### src/rtl/fft_but_loader.sv
// fft_but_loader
// Input-side loader for the radix-4 butterfly. Collects a serial stream of
// complex samples into 4-sample groups held in two ping-pong banks, so one
// group can fill while the other waits for the downstream stage.
//
// Parameters:
//   BIT    - signed sample width (RE and IM)
//   GROUPS - groups per frame; sets the wrap point of the group counter (>= 2)
//
// Ports:
//   iCLK, iRESET          - clock (rising edge), synchronous active-high reset
//   iVALID, iRE, iIM      - input sample and its valid
//   oREADY                - loader can accept a sample this cycle
//   oX0_RE .. oX3_IM      - assembled group presented to the butterfly
//   oVALID, iREADY        - output group valid / downstream accepts
//   oLAST                 - presented group is the last one of the frame
//
// Configuration:
//   FFT_LOAD_DIGIT_REV_EN - when defined, slot->output mapping is digit
//                           reversed (0->X0, 1->X2, 2->X1, 3->X3);
//                           otherwise slot k drives Xk.

module fft_but_loader #(
  parameter int unsigned BIT    = 17,
  parameter int unsigned GROUPS = 64
) (
  input  logic                  iCLK,
  input  logic                  iRESET,
  input  logic                  iVALID,
  input  logic signed [BIT-1:0] iRE,
  input  logic signed [BIT-1:0] iIM,
  output logic                  oREADY,
  output logic signed [BIT-1:0] oX0_RE,
  output logic signed [BIT-1:0] oX0_IM,
  output logic signed [BIT-1:0] oX1_RE,
  output logic signed [BIT-1:0] oX1_IM,
  output logic signed [BIT-1:0] oX2_RE,
  output logic signed [BIT-1:0] oX2_IM,
  output logic signed [BIT-1:0] oX3_RE,
  output logic signed [BIT-1:0] oX3_IM,
  output logic                  oVALID,
  input  logic                  iREADY,
  output logic                  oLAST
);

  localparam int unsigned GW        = (GROUPS > 1) ? $clog2(GROUPS) : 1;
  localparam logic [GW-1:0] LAST_G  = GW'(GROUPS - 1);
  localparam logic [1:0]    SLOT_MAX = 2'd3;

  // Storage slot feeding each output position
`ifdef FFT_LOAD_DIGIT_REV_EN
  localparam logic [1:0] SLOT_X0 = 2'd0;
  localparam logic [1:0] SLOT_X1 = 2'd2;
  localparam logic [1:0] SLOT_X2 = 2'd1;
  localparam logic [1:0] SLOT_X3 = 2'd3;
`else
  localparam logic [1:0] SLOT_X0 = 2'd0;
  localparam logic [1:0] SLOT_X1 = 2'd1;
  localparam logic [1:0] SLOT_X2 = 2'd2;
  localparam logic [1:0] SLOT_X3 = 2'd3;
`endif

  logic signed [BIT-1:0] re_q [2][4];
  logic signed [BIT-1:0] im_q [2][4];
  logic [1:0]            full_q;
  logic [1:0]            full_d;
  logic                  wp_q;
  logic                  rp_q;
  logic [1:0]            slot_q;
  logic [GW-1:0]         gcnt_q;
  logic                  in_xfer;
  logic                  out_xfer;

  // Handshake decode and full-flag update (clear before set)
  always_comb begin
    oREADY   = ~iRESET & ~full_q[wp_q];
    oVALID   = full_q[rp_q];
    oLAST    = (gcnt_q == LAST_G);
    in_xfer  = iVALID & oREADY;
    out_xfer = oVALID & iREADY;
    full_d   = full_q;
    if (out_xfer) begin
      full_d[rp_q] = 1'b0;
    end
    if (in_xfer && (slot_q == SLOT_MAX)) begin
      full_d[wp_q] = 1'b1;
    end
  end

  // Bank storage, pointers and frame group counter
  always_ff @(posedge iCLK) begin
    if (iRESET) begin
      for (int b = 0; b < 2; b++) begin
        for (int s = 0; s < 4; s++) begin
          re_q[b][s] <= '0;
          im_q[b][s] <= '0;
        end
      end
      full_q <= '0;
      wp_q   <= 1'b0;
      rp_q   <= 1'b0;
      slot_q <= '0;
      gcnt_q <= '0;
    end else begin
      full_q <= full_d;
      if (in_xfer) begin
        re_q[wp_q][slot_q] <= iRE;
        im_q[wp_q][slot_q] <= iIM;
        // slot wraps 3 -> 0 on its own; the bank switches with it
        slot_q <= slot_q + 2'd1;
        if (slot_q == SLOT_MAX) begin
          wp_q <= ~wp_q;
        end
      end
      if (out_xfer) begin
        rp_q   <= ~rp_q;
        gcnt_q <= (gcnt_q == LAST_G) ? '0 : gcnt_q + GW'(1);
      end
    end
  end

  // Present the read bank in output order
  always_comb begin
    oX0_RE = re_q[rp_q][SLOT_X0];
    oX0_IM = im_q[rp_q][SLOT_X0];
    oX1_RE = re_q[rp_q][SLOT_X1];
    oX1_IM = im_q[rp_q][SLOT_X1];
    oX2_RE = re_q[rp_q][SLOT_X2];
    oX2_IM = im_q[rp_q][SLOT_X2];
    oX3_RE = re_q[rp_q][SLOT_X3];
    oX3_IM = im_q[rp_q][SLOT_X3];
  end

endmodule
### config.mk
export PLATFORM = sky130hd
export DESIGN_NAME = fft_but_loader
export DESIGN_NICKNAME = d
export VERILOG_FILES = /design/src/rtl/fft_but_loader.sv
export SDC_FILE = /design/constraint.sdc
export NUM_CORES = 1
export LEC_CHECK = 0
export CAP_MARGIN = 20
export CORE_UTILIZATION = 35
export CTS_CLUSTER_DIAMETER = 80
export DETAILED_ROUTE_END_ITERATION = 6
export GPL_ROUTABILITY_DRIVEN = 0
export PLACE_DENSITY = 0.6
export SETUP_SLACK_MARGIN = 0.02
export SLEW_MARGIN = 20
export SYNTH_ARGS = -nofsm -noshare
export SYNTH_HDL_FRONTEND = slang
export SYNTH_SLANG_ARGS = --single-unit
### constraint.sdc
create_clock -name iCLK -period 2.37 [get_ports iCLK]
set_clock_uncertainty 0.1 [all_clocks]
set_input_delay 0.474 -clock iCLK [delete_from_list [all_inputs] [get_ports iCLK]]
set_output_delay 0.474 -clock iCLK [all_outputs]
set_load 0.03 [all_outputs]
==> results of run 1 <==
-- path summary, 6_finish.rpt --
kind	end	slack, ps	cells past startpoint
worst max-delay path	oX3_RE[9]	-80	5
worst min-delay path	gcnt_q[4]	400	2
worst max register to register	re_q[1][63]	370	5
worst min register to register	gcnt_q[4]	400	2
-- report_power, final --
part           internal, uW  total (uW)  switching, uW  leakage [uW]
combinational           407        1100            692       0.00327
sequential             5770        5830           62.4       0.00293
clock                  3160        5130           1970      0.000548
total                  9340       12100           2720       0.00674
-- layout by cell type, fill, tap and decap left out, types with 3 or more instances in the layout --
cell type / synthesis / layout
a21oi_1: 6 / 6
clkbuf_2: 13 / 36
nand4_1: 3 / 3
ha_2: 0 / 5
and3_1: 174 / 174
nor3_1: 4 / 4
dfxtp_1: 13 / 11
clkinv_1: 0 / 6
clkinv_2: 0 / 6
clkbuf_1: 29 / 7
a21o_2: 0 / 7
buf_2: 17 / 54
buf_8: 0 / 6
buf_6: 0 / 31
and2_1: 34 / 34
bufinv_16: 0 / 3
or3_1: 3 / 3
buf_16: 0 / 3
nor2_1: 5 / 5
buf_12: 0 / 24
mux2_4: 1 / 33
clkbuf_16: 0 / 43
mux2_2: 136 / 104
buf_4: 0 / 37
edfxtp_1: 272 / 272
clkdlybuf4s50_1: 0 / 37
inv_1: 7 / 7
o21ai_0: 6 / 6
-- synth_stat cells, drive strengths merged --
| library cell | count | area [um2] |
|---|---|---|
| a21o | 9 | 67.6 |
| a21oi | 6 | 30.0 |
| a311oi | 1 | 8.76 |
| a31o | 1 | 8.76 |
| a31oi | 2 | 12.5 |
| a32o | 1 | 10.0 |
| and2 | 34 | 213 |
| and3 | 174 | 1090 |
| and4bb | 1 | 12.5 |
| buf | 17 | 85.1 |
| clkbuf | 42 | 174 |
| dfxtp | 13 | 260 |
| edfxtp | 272 | 8170 |
| ha | 5 | 62.6 |
| inv | 7 | 26.3 |
| mux2 | 137 | 1550 |
| mux2i | 1 | 10.0 |
| nand2 | 2 | 7.51 |
| nand2b | 3 | 18.8 |
| nand3 | 1 | 5.00 |
| nand4 | 3 | 18.8 |
| nor2 | 5 | 18.8 |
| nor2b | 2 | 12.5 |
| nor3 | 5 | 30.0 |
| nor4 | 1 | 6.26 |
| nor4b | 1 | 23.8 |
| o21ai | 6 | 30.0 |
| o311ai | 1 | 8.76 |
| o41ai | 1 | 8.76 |
| or2 | 1 | 6.26 |
| or3 | 3 | 18.8 |
-- metrics by stage --
step                instance area [um2]  std cells  total power, uW  util, %
finish                            15900       1446            12100     47.2
CTS                               15700       1426            12100     46.7
floorplan                         12000        758             6490        -
global placement                  14600       1365             7080     43.5
global route                      15900       1446            12400     47.2
detailed placement                14600       1365             7090     43.5
-- final cells by class --
class	instances	area [um2]	area share, %
Sequential cell	285	8430	53.2
Multi-Input combinational cell	407	3430	21.7
Timing Repair Buffer	238	2280	14.4
Clock buffer	44	952	6.01
Tap cell	448	561	3.54
Clock inverter	17	160	1.01
Inverter	7	26.3	0.166
-- cell families (layout without fill, tap and decap cells) --
logic type                 count (synthesis)  in the layout  synth area share, %
DFF                                      285            285                 70.2
and+or+nand+nor                          236            236                 12.3
muxes                                    138            138                 13.0
buffers and inverters                     66            306                 2.38
AOI/OAI and AO/OA                         28             28                 1.54
adders and majority gates                  5              5                0.521
-- state kept, by name, indices dropped and copies added, names as in the netlist, named ones only --
signal	count
gcnt_q	6
wp_q	1
im_q	136
rp_q	1
slot_q	2
full_q	2
re_q	136
-- worst max-delay path, delay by kind of cell, from the launching register on --
family	cells	cell delay [ps]
flip-flops	1	380
multiplexers	1	320
buffers and inverters	4	660
-- per-layer routing --
layer | share of wire [%] | wire, um
met1 | 45 | 14100
met5 | 0.038 | 12
met2 | 48 | 15000
met4 | 2.5 | 800
met3 | 4.5 | 1400
-- what timing repair did --
action | in CTS | in global routing
buffers inserted | 0 | 10
hold endpoints to repair | 0 | 0
endpoints found under the setup margin | 130 | 133
hold buffers | 0 | 0
gates cloned | 0 | 10
gates resized for setup | 186 | 413
==> results.cfg, run 1 <==
[outcome]
outcome = complete, but fails checks
violations = negative setup slack

[synth]
seq_area_frac_synth_pct = 70.2
synth_area_um2 = 12000
yosysUniqueCellTypes = 34
synth_area_per_cell_um2 = 15.8
synth_nets = 801
ys_warn_count = 0
synth_cells = 758
ys_seq_elements = 285

[min_path]
hold_start = gcnt_q[4]
hold_class = register to register

[floorplanning]
fp-row-count = 67
ios = 177
core-area_um2 = 33600
start_util_pct = 35.7
die_h_um = 187
fp.dieArea_um2 = 35000
dieWidth_um = 187

[timing]
fin_crit_ps = 2450
whs_ps = 397
slew_violations = 0
fin_setup_tns_ps = -625
tightest_slew_ps = 597
fin_crit_sh_pct = 103
setup_slack_ps = -78.0
hold_violations = 0
rsz0062_at_grt = yes
setup_viol = 20
max_freq_mhz = 409
relSlewSlack_pct = 60.2

[final_layout]
fill_cells = 2909
syn_to_final_growth_pct = 32.1
nets = 1016
drive_above_1_share_pct = 40.6
antenna_cells = 0

[placement]
dp_slack_ps = -24.3
hpwlAfterDp_mm = 18.2
port_buffers = 176

[route]
finalWirelength_mm = 31.4
vias = 7263
postRouteAntennaNets = 0
viasPerCell = 5.02
wire_per_inst_um = 21.7
drc = 0
firstDrtPassIters = 5
drt_iter0_drc = 549

[worst_setup_path]
crit_slowest_cell = dfxtp_4
crit_chain = buf_12 -> clkbuf_16 -> buf_4 -> mux2_2 -> buf_2
crit_arrival_ps = 1870
crit_path_end_kind = primary output
cp.required_ps = 1800
cp-start-kind = register
path_class = register to primary output
critPathMaxStageDelay_ps = 380
reg2reg_from = slot_q[0]
path_max_fanout = 11

[clock_network]
root_buffer = clkbuf_16
cts_buffer_depth = 3
h-tree-depth = 2
path_clk_slew_ps = 60
cts_buffers = 34
cts_tree = yes
cts.sinks = 285
insertion_delay_ps = 510

[grt]
grt_max_degree = 71
grt_pass1_wl_mm = 44.9
use_met1_pct = 23.2
grt_use_met3_pct = 3.34
use_met2_pct = 27.6
grt_overflow_total = 0
antenna_found_initial = 1
track_usage_pct = 17.1
busiest_layer = met2
grt_pass1_vias = 7250

[pwr]
p_leak_uw = 0.00674
vdd_drop_max_mv = 0.456
p_per_area_nw_per_um2 = 761

[run]
maxCapViolations = 0
Note: power is estimated with default switching activity, not from simulation.
==> run 2: changes to the inputs <==
HOLD_SLACK_MARGIN = 0.06   (was unset)
==> results of run 2 <==
No change in the layout: final DEF, timing and power equal those of run 1.
